[config.mk]
export PLATFORM = sky130hd
export DESIGN_NAME = execution_stage_mdu
export DESIGN_NICKNAME = d
export VERILOG_FILES = /design/src/rtl/execution_stage_mdu.sv
export SDC_FILE = /design/constraint.sdc
export NUM_CORES = 1
export LEC_CHECK = 0
export CAP_MARGIN = 25
export CELL_PAD_IN_SITES_DETAIL_PLACEMENT = 1
export CELL_PAD_IN_SITES_GLOBAL_PLACEMENT = 1
export CORE_ASPECT_RATIO = 1.5
export CORE_MARGIN = 2
export CORE_UTILIZATION = 37
export CTS_BUF_LIST = sky130_fd_sc_hd__clkbuf_4 sky130_fd_sc_hd__clkbuf_8 sky130_fd_sc_hd__clkbuf_16
export DETAILED_ROUTE_END_ITERATION = 10
export PLACE_DENSITY_LB_ADDON = 0.1
export SLEW_MARGIN = 30
export SYNTH_ARGS = -nofsm -noshare
export SYNTH_HDL_FRONTEND = slang
export SYNTH_SLANG_ARGS = --single-unit
[constraint.sdc]
create_clock -name clk -period 5.35 [get_ports clk]
set_input_delay 1.07 -clock clk [delete_from_list [all_inputs] [get_ports clk]]
set_output_delay 1.07 -clock clk [all_outputs]
set_load 0.1 [all_outputs]
[src/rtl/execution_stage_mdu.sv]
// MIPS execute stage registered into the EX/MEM boundary, with an iterative
// unsigned multiply/divide unit (one bit per cycle) and HI/LO registers.
module execution_stage_mdu #(
  parameter int DATA_W = 32,
  parameter int REG_AW = 5
) (
  input  logic              clk,
  input  logic              rst,
  input  logic              in_valid,
  input  logic              stall_in,
  input  logic              RegDst,
  input  logic              ALUSrc,
  input  logic [1:0]        ALUOp,
  input  logic [DATA_W-1:0] pc_plus4,
  input  logic [DATA_W-1:0] read_data1,
  input  logic [DATA_W-1:0] read_data2,
  input  logic [DATA_W-1:0] sign_extended,
  input  logic [REG_AW-1:0] inst_20_16,
  input  logic [REG_AW-1:0] inst_15_11,
  output logic              busy,
  output logic              ex_valid,
  output logic [DATA_W-1:0] add_result,
  output logic [DATA_W-1:0] alu_result,
  output logic [DATA_W-1:0] read_data2_out,
  output logic [REG_AW-1:0] dest_reg,
  output logic              zero_out,
  output logic [DATA_W-1:0] hi,
  output logic [DATA_W-1:0] lo
);

  localparam int CW = $clog2(DATA_W + 1);

  localparam logic [0:0] S_IDLE = 1'b0;
  localparam logic [0:0] S_RUN  = 1'b1;

  localparam logic [5:0] F_ADD   = 6'b100000;
  localparam logic [5:0] F_SUB   = 6'b100010;
  localparam logic [5:0] F_AND   = 6'b100100;
  localparam logic [5:0] F_OR    = 6'b100101;
  localparam logic [5:0] F_SLT   = 6'b101010;
  localparam logic [5:0] F_MULTU = 6'b011001;
  localparam logic [5:0] F_DIVU  = 6'b011011;
  localparam logic [5:0] F_MFHI  = 6'b010000;
  localparam logic [5:0] F_MFLO  = 6'b010010;

  logic [0:0]          r_state;
  logic [CW-1:0]       r_count;
  logic                r_div;
  logic [DATA_W-1:0]   r_opb;
  logic [2*DATA_W-1:0] r_acc;
  logic [DATA_W-1:0]   r_hi;
  logic [DATA_W-1:0]   r_lo;
  logic                r_ex_valid;
  logic [DATA_W-1:0]   r_add;
  logic [DATA_W-1:0]   r_alu;
  logic [DATA_W-1:0]   r_rd2;
  logic [REG_AW-1:0]   r_dest;
  logic                r_zero;

  logic [DATA_W-1:0]   w_b;
  logic [5:0]          w_funct;
  logic                w_is_mdu;
  logic                w_is_div;
  logic [DATA_W-1:0]   w_alu;
  logic [REG_AW-1:0]   w_dest;
  logic [DATA_W-1:0]   w_branch;

  assign w_b      = ALUSrc ? sign_extended : read_data2;
  assign w_funct  = sign_extended[5:0];
  assign w_is_mdu = (ALUOp == 2'b10) && ((w_funct == F_MULTU) || (w_funct == F_DIVU));
  assign w_is_div = (w_funct == F_DIVU);
  assign w_dest   = RegDst ? inst_15_11 : inst_20_16;
  assign w_branch = pc_plus4 + (sign_extended << 2);

  always_comb begin
    w_alu = '0;
    case (ALUOp)
      2'b00: w_alu = read_data1 + w_b;
      2'b01: w_alu = read_data1 - w_b;
      2'b11: w_alu = read_data1 | w_b;
      default: begin
        case (w_funct)
          F_ADD:   w_alu = read_data1 + w_b;
          F_SUB:   w_alu = read_data1 - w_b;
          F_AND:   w_alu = read_data1 & w_b;
          F_OR:    w_alu = read_data1 | w_b;
          F_SLT:   w_alu = ($signed(read_data1) < $signed(w_b)) ? DATA_W'(1) : '0;
          F_MFHI:  w_alu = r_hi;
          F_MFLO:  w_alu = r_lo;
          default: w_alu = '0;
        endcase
      end
    endcase
  end

  // Shift-add multiply: r_acc = {partial product, remaining multiplier bits}.
  logic [DATA_W:0]     w_mul_sum;
  logic [2*DATA_W-1:0] w_prod_next;

  assign w_mul_sum   = {1'b0, r_acc[2*DATA_W-1:DATA_W]} + {1'b0, r_opb};
  assign w_prod_next = r_acc[0] ? {w_mul_sum, r_acc[DATA_W-1:1]}
                                : {1'b0, r_acc[2*DATA_W-1:1]};

  // Restoring divide: r_acc = {remainder, dividend bits shifting into quotient}.
  logic [DATA_W:0]     w_shift;
  logic                w_ge;
  logic [DATA_W-1:0]   w_sub;
  logic [DATA_W-1:0]   w_rem_next;
  logic [DATA_W-1:0]   w_quo_next;
  logic [2*DATA_W-1:0] w_acc_next;

  assign w_shift    = {r_acc[2*DATA_W-1:DATA_W], r_acc[DATA_W-1]};
  assign w_ge       = w_shift >= {1'b0, r_opb};
  assign w_sub      = w_shift[DATA_W-1:0] - r_opb;
  assign w_rem_next = w_ge ? w_sub : w_shift[DATA_W-1:0];
  assign w_quo_next = {r_acc[DATA_W-2:0], w_ge};
  assign w_acc_next = r_div ? {w_rem_next, w_quo_next} : w_prod_next;

  always_ff @(posedge clk) begin
    if (rst) begin
      r_state    <= S_IDLE;
      r_count    <= '0;
      r_div      <= 1'b0;
      r_opb      <= '0;
      r_acc      <= '0;
      r_hi       <= '0;
      r_lo       <= '0;
      r_ex_valid <= 1'b0;
      r_add      <= '0;
      r_alu      <= '0;
      r_rd2      <= '0;
      r_dest     <= '0;
      r_zero     <= 1'b0;
    end else if (!stall_in) begin
      if (r_state == S_IDLE) begin
        if (in_valid) begin
          r_add  <= w_branch;
          r_rd2  <= read_data2;
          r_dest <= w_dest;
          if (w_is_mdu) begin
            r_state    <= S_RUN;
            r_count    <= CW'(DATA_W);
            r_acc      <= {{DATA_W{1'b0}}, read_data1};
            r_opb      <= w_b;
            r_div      <= w_is_div;
            r_ex_valid <= 1'b0;
          end else begin
            r_alu      <= w_alu;
            r_zero     <= (w_alu == '0);
            r_ex_valid <= 1'b1;
          end
        end else begin
          r_ex_valid <= 1'b0;
        end
      end else begin
        r_acc   <= w_acc_next;
        r_count <= r_count - CW'(1);
        // Final iteration: commit HI/LO and retire the result into EX/MEM.
        if (r_count == CW'(1)) begin
          r_hi       <= w_acc_next[2*DATA_W-1:DATA_W];
          r_lo       <= w_acc_next[DATA_W-1:0];
          r_alu      <= w_acc_next[DATA_W-1:0];
          r_zero     <= (w_acc_next[DATA_W-1:0] == '0);
          r_ex_valid <= 1'b1;
          r_state    <= S_IDLE;
        end
      end
    end
  end

  assign busy           = (r_state == S_RUN);
  assign ex_valid       = r_ex_valid;
  assign add_result     = r_add;
  assign alu_result     = r_alu;
  assign read_data2_out = r_rd2;
  assign dest_reg       = r_dest;
  assign zero_out       = r_zero;
  assign hi             = r_hi;
  assign lo             = r_lo;

endmodule
* Word-level counts from Yosys, hierarchy flattened
Index checks and enable logic that the tools add are counted.
** Cells by class
- Add/sub/neg operators :: 6
- Shifts and indexed selects :: 0
- Divide/modulo/power cells :: 0
- Reductions and logical operators :: 13
- Eq/ne operators :: 15
- Multipliers :: 0
- Muxes and demuxes :: 30
- Magnitude comparators :: 2
- Bitwise logic cells :: 4
** Operator list (count)
- 2-to-1 mux 64 bit :: 5
- one-hot mux 32 bit (7 select lines) :: 1
- 2-to-1 mux 32 bit :: 6
- one-hot mux 32 bit (3 select lines) :: 1
- adder 32 bit :: 2
- zero test 32 bit :: 2
- subtractor 32 bit :: 2
- adder 32 x 32 -> 33 bit :: 1
- greater-or-equal comparator 33 x 32 -> 1 bit :: 1
- AND 32 bit :: 1
- less-than comparator 32 bit :: 1
- bitwise OR 32 bit :: 1
- == test 6 bit, second input constant :: 5
- == test 6 x 5 -> 1 bit, second input constant :: 4
- 2-to-1 mux 6 bit :: 3
- 2-to-1 mux 1 bit :: 13
- AND reduction 3 bit :: 3
- AND reduction 4 bit :: 2
- == test 6 x 1 -> 1 bit, second input constant :: 1
- subtractor 6 x 1 -> 6 bit, second input constant :: 1
- 2-to-1 mux 5 bit :: 1
- == test 2 bit, second input constant :: 2
- nonzero test 2 bit :: 2
- == test 2 x 1 -> 1 bit, second input constant :: 1
- 7 further kinds :: 8
** Word-level totals
- Memories :: 0
- Flip-flop bits (word level) :: 271
- Output and inout port bits :: 168
- Latch bits :: 0
- Logic and storage cells :: 83
- Memory bits (read-only) :: 0
- Bits in writable memories :: 0

* Depth between registers and ports, before layout
- Depth in word-level cells :: 9
- Depth in mapped cells :: 18
- Depth with buffers taken out :: 16

* Worst setup path before layout
Ideal clock, no wire load.
- Path type :: input to register
- From :: in ALUSrc
- To :: reg r_zero, in the netlist zero_out
- Setup time :: 73 ps
- Setup slack :: 139 ps
- Data required time :: 5277 ps
- Arrival :: 5137 ps
- Cell stages on the path :: 16
- Buffers on the path :: 2
- Cell sequence :: clkbuf_1 > buf_1 > mux2i_1 > ha_1 > or3b_4 > o22ai_4 > o2111ai_4 > a211oi_2 > a211oi_2 > o31ai_2 > xnor2_1 > a221o_1 > or3b_1 > nor4_2 > nand4_1 > o211ai_2
** On the way
- Cells in the longest elaborated chain, start to end :: 9
- Elaborated cells on any way between the ends :: 13
- Those cells by class :: add/sub: 2; order compare: 1; mux: 7; bitwise: 2; reduce/logical: 1
** Ends and longest elaborated chain
- start, declared :: line 12 : input logic ALUSrc,
- 2-to-1 mux 32 bit (*) :: line 68 : assign w_b = ALUSrc ? sign_extended : read_data2;
- less-than comparator 32 bit :: line 87 : F_SLT: w_alu = ($signed(read_data1) < $signed(w_b)) ? DATA_W'(1) : '0;
- 2-to-1 mux 1 bit :: line 87
- one-hot mux 32 bit (7 select lines) :: line 82 : case (w_funct)
- one-hot mux 32 bit (3 select lines) (*) :: line 77 : case (ALUOp)
- zero test 32 bit (*) :: line 149 : r_zero <= (w_alu == '0);
- 2-to-1 mux 1 bit (*) :: line 140 : if (w_is_mdu) begin
- 2-to-1 mux 1 bit (*) :: line 136 : if (in_valid) begin
- 2-to-1 mux 1 bit (*) :: line 135 : if (r_state == S_IDLE) begin
- end signal, assigned :: line 149
- end signal, assigned :: line 163 : r_zero <= (w_acc_next[DATA_W-1:0] == '0);
- end, declared :: line 58 : logic r_zero;
Mark *: on every way between the ends. The rest lies on a longest branch, timed or not. The select of a mux whose other input is x is not followed.
A chain may end at the register's enable or synchronous reset.

* Final worst setup path
- From :: in sign_extended[9]
- To :: reg r_zero, in the netlist zero_out
** On the way
- Cells in the longest elaborated chain, start to end :: 9
- Elaborated cells on any way between the ends :: 13
- Those cells by class :: add/sub: 2; order compare: 1; mux: 7; bitwise: 2; reduce/logical: 1
** Ends and longest elaborated chain
- start, declared :: line 17 : input logic [DATA_W-1:0] sign_extended,
- 2-to-1 mux 32 bit (*) :: line 68
- less-than comparator 32 bit :: line 87
- 2-to-1 mux 1 bit :: line 87
- one-hot mux 32 bit (7 select lines) :: line 82
- one-hot mux 32 bit (3 select lines) (*) :: line 77
- zero test 32 bit (*) :: line 149
- 2-to-1 mux 1 bit (*) :: line 140
- 2-to-1 mux 1 bit (*) :: line 136
- 2-to-1 mux 1 bit (*) :: line 135
Marks and branches as above.

==> impl_metrics.toml <==
[run_status]
run_status = "finished, final reports clean"

[synthesis]
synth_top_family_by_area = "compound AO/OA/AOI/OAI gates"
synth_commonest_cells = "nand2_1 (362), a21oi_1 (280), dfxtp_1 (271)"
ys_warn_count = 0
muxShareOfSynthArea = 0.0399
synth_compound_area_frac = 0.305
synthFlopType = "dfxtp_1"
synth_edf_count = 0
synth_cell_types = 95
yosys.cell_count.top_type = "nand2_1"
synth-seq-cells = 271
synth_cells = 2994
yosys.area_share.adder = 0.125
netlist.top_cell.by_area = "dfxtp_1"
syn_area_per_cell_um2 = 7.58
synth_top_area_frac = 0.239
synth.net_count = 3364
ys_async_sr_fraction = 0
syn_area_mm2 = 0.0227
synth_xor_area_frac = 0.0394
ys_seq_area_frac = 0.239
yosys.area_share.simple = 0.193
netlist_top_cells_area = "dfxtp_1 (24%), ha_1 (12%), a21oi_1 (6.2%)"

[worst_setup_path]
cpMaxStageDelayCell = "a2111oi_0"
cp_common_cell = "buf_4"
reg2reg_slack_ns = 0.77
critical-path-max-stage-delay_ns = 0.56
crit_chain = "clkdlybuf4s50_1 -> mux2i_1 -> buf_4 -> ha_1 -> buf_4 -> nor4b_1 -> and3_1 -> a21oi_1 -> buf_4 -> buf_4 -> o311ai_0 -> a211o_1 -> o211ai_1 -> a2111oi_0 -> nand4b_1 -> buf_4 -> nor4_2 -> nand4_1 -> o211ai_2"
worstPathRequired_ns = 5.88
cp.arrival_ns = 5.63
path_max_fanout = 11
crit_type = "primary input to register"
cp-end-kind = "register"
cp-start-kind = "primary input"

[finish]
fin_cells = 4264
final_core_util = 0.482
drive_gt1_frac = 0.127
largest_reg_flops = 64
area_growth_pct = 29.2
fin_nets = 3820
max_flop_register = "r_acc"
fillers = 7446

[placed_design]
io_buffers = 313
dp.cells = 4208
gp_congestion = 0.996
dp_hpwl_um = 91700

[sta]
clock.fmax_mhz = 196
rsz0062_at_grt = "false"
period_share = 0.954
worst_pin_slew_ns = 1.03
hold_viol_final = 0
finalCriticalPeriod_ns = 5.11
holdWs_ns = 0.454
tns_ns = 0
maxSlewViolCount = 0
max-slew-margin-rel = 0.292
finalClockSkew_ns = 0.0116
final-setup-viol-count = 0

[pwr]
swShare = 0.366
p_int_mw = 4.11
p_total_mw = 6.47
cellLeakagePower_nw = 12.0
netSwitchingPower_mw = 2.37
seq_power_share = 0.324
peakVddDrop_v = 0.000254
power-per-cell-area_mw_per_mm2 = 221
p_comb_frac = 0.347
pwr-share-clk = 0.330

[cts]
clk_path_buf_depth = 3
clock-root-buffer = "clkbuf_16"
clkTransAtPathRegs_ns = 0.06
h-tree-depth = 1
cts_resized = 0
cts_made_buffers = 31
cts_setup_buffers = 0
hold_buffers = 0
clock_sinks = 271
clk_latency_ns = 0.60
cts_tree = "done"

[global_routing]
antenna_found_initial = 1
grt_pass1_vias = 27300
grt_max_degree = 173
grt-ovfl-total = 0
grt_pass1_wl_um = 171000
groute.usage.overall = 0.357

[floorplanning]
coreArea_mm2 = 0.0608
start_util = 0.373
num_rows = 111
die_h_um = 307
fp.dieArea_mm2 = 0.0633
io_pins = 314
fp.dieW_um = 206

[worst_hold_path]
min_path_type = "register to register"

[drt]
detail-route-antenna-nets = 0
first_pass_iters = 5
viasPerCell = 6.01
wl_per_cell_um = 26.9
wl_um = 115000
first_iter_violations = 1800
drc_errors = 0
via_count = 25600

[job]
cap_viol_max_count = 0
## metal layers
layer | vias up | wire length [um] | track usage
li1 | 11900 | - | -
met1 | 12600 | 45000 | 0.411
met2 | 878 | 56200 | 0.627
met3 | 277 | 6670 | 0.0580
met4 | 0 | 7050 | 0.190
met5 | - | 0 | 0
## cells in the final DEF, fill, tap and decap left out, types with 18 or more instances in the layout
master           count
buf_2               36
mux2i_1             86
o21a_1              25
inv_1              164
a21oi_1            279
a32o_1              21
nand2b_1            33
a21o_1              50
o21bai_1            18
nor2b_1             26
nand2_1            361
dfxtp_1            269
nor3_1              49
nor2_1             243
o21ai_1             20
o211ai_1            84
clkbuf_16           31
clkdlybuf4s50_1    275
nor4_1              21
xnor2_1             67
xor2_1              35
buf_4              281
a211oi_1           112
a221oi_1            21
nand4_1             27
o31ai_1             19
a31oi_1             28
ha_1               219
o22ai_1             22
o21ai_0            124
nand3_1             52
and3_1              27
## per-stage QoR
stage | cell area, um^2 | setup slack [ns]
after floorplan | 22700 | 0.139
after global placement | 28400 | -0.154
after detailed placement | 28400 | -0.268
after CTS | 29400 | 0.312
after global routing | 29300 | 0.0201
final | 29300 | 0.244
## power by group through the flow
stage | Clock, mW | Combinational, mW | Sequential [mW]
after detailed placement | 0 | 2.21 | 2.14
after CTS | 2.18 | 2.22 | 2.10
after global routing | 2.26 | 2.37 | 2.10
final | 2.14 | 2.24 | 2.09
after global placement | 0 | 2.19 | 2.14
after floorplan | 0 | 0.930 | 2.48
## final cells by class
class | instances | area [um^2] | area share
clock buffer | 43 | 903 | 0.0308
clock inverter | 11 | 86.3 | 0.00295
sequential | 271 | 5430 | 0.185
tap | 791 | 990 | 0.0338
inverter | 170 | 639 | 0.0218
antenna | 2 | 5.00 | 0.000171
timing repair buffer | 603 | 5250 | 0.179
multi-input combinational | 2373 | 16000 | 0.546
## final timing paths
| path | depth (start not counted) | end | startpoint |
|---|---|---|---|
| setup / recovery | 19 | zero_out$_SDFFE_PP0P_ | sign_extended[9] |
| hold / removal | 2 | add_result[12]$_SDFFE_PP0P_ | add_result[12]$_SDFFE_PP0P_ |
| setup reg to reg | 16 | hi[7]$_SDFFE_PP0P_ | r_opb[1]$_SDFFE_PP0P_ |
| hold reg to reg | 2 | add_result[12]$_SDFFE_PP0P_ | add_result[12]$_SDFFE_PP0P_ |
## critical path, delay by kind of cell
kind            cells  cell delay [ns]
fa+ha+maj           1             0.29
buf+inv             6             1.37
compound gates      6             1.53
mux                 1             0.10
simple gates        5             1.26
## cells by family after synthesis
logic type | count (synthesis)
buf+inv | 350
flops | 271
fa+ha+maj | 224
compound gates | 1014
simple gates | 943
xor+xnor | 102
mux | 90
Power figures use the tool's default switching activity.
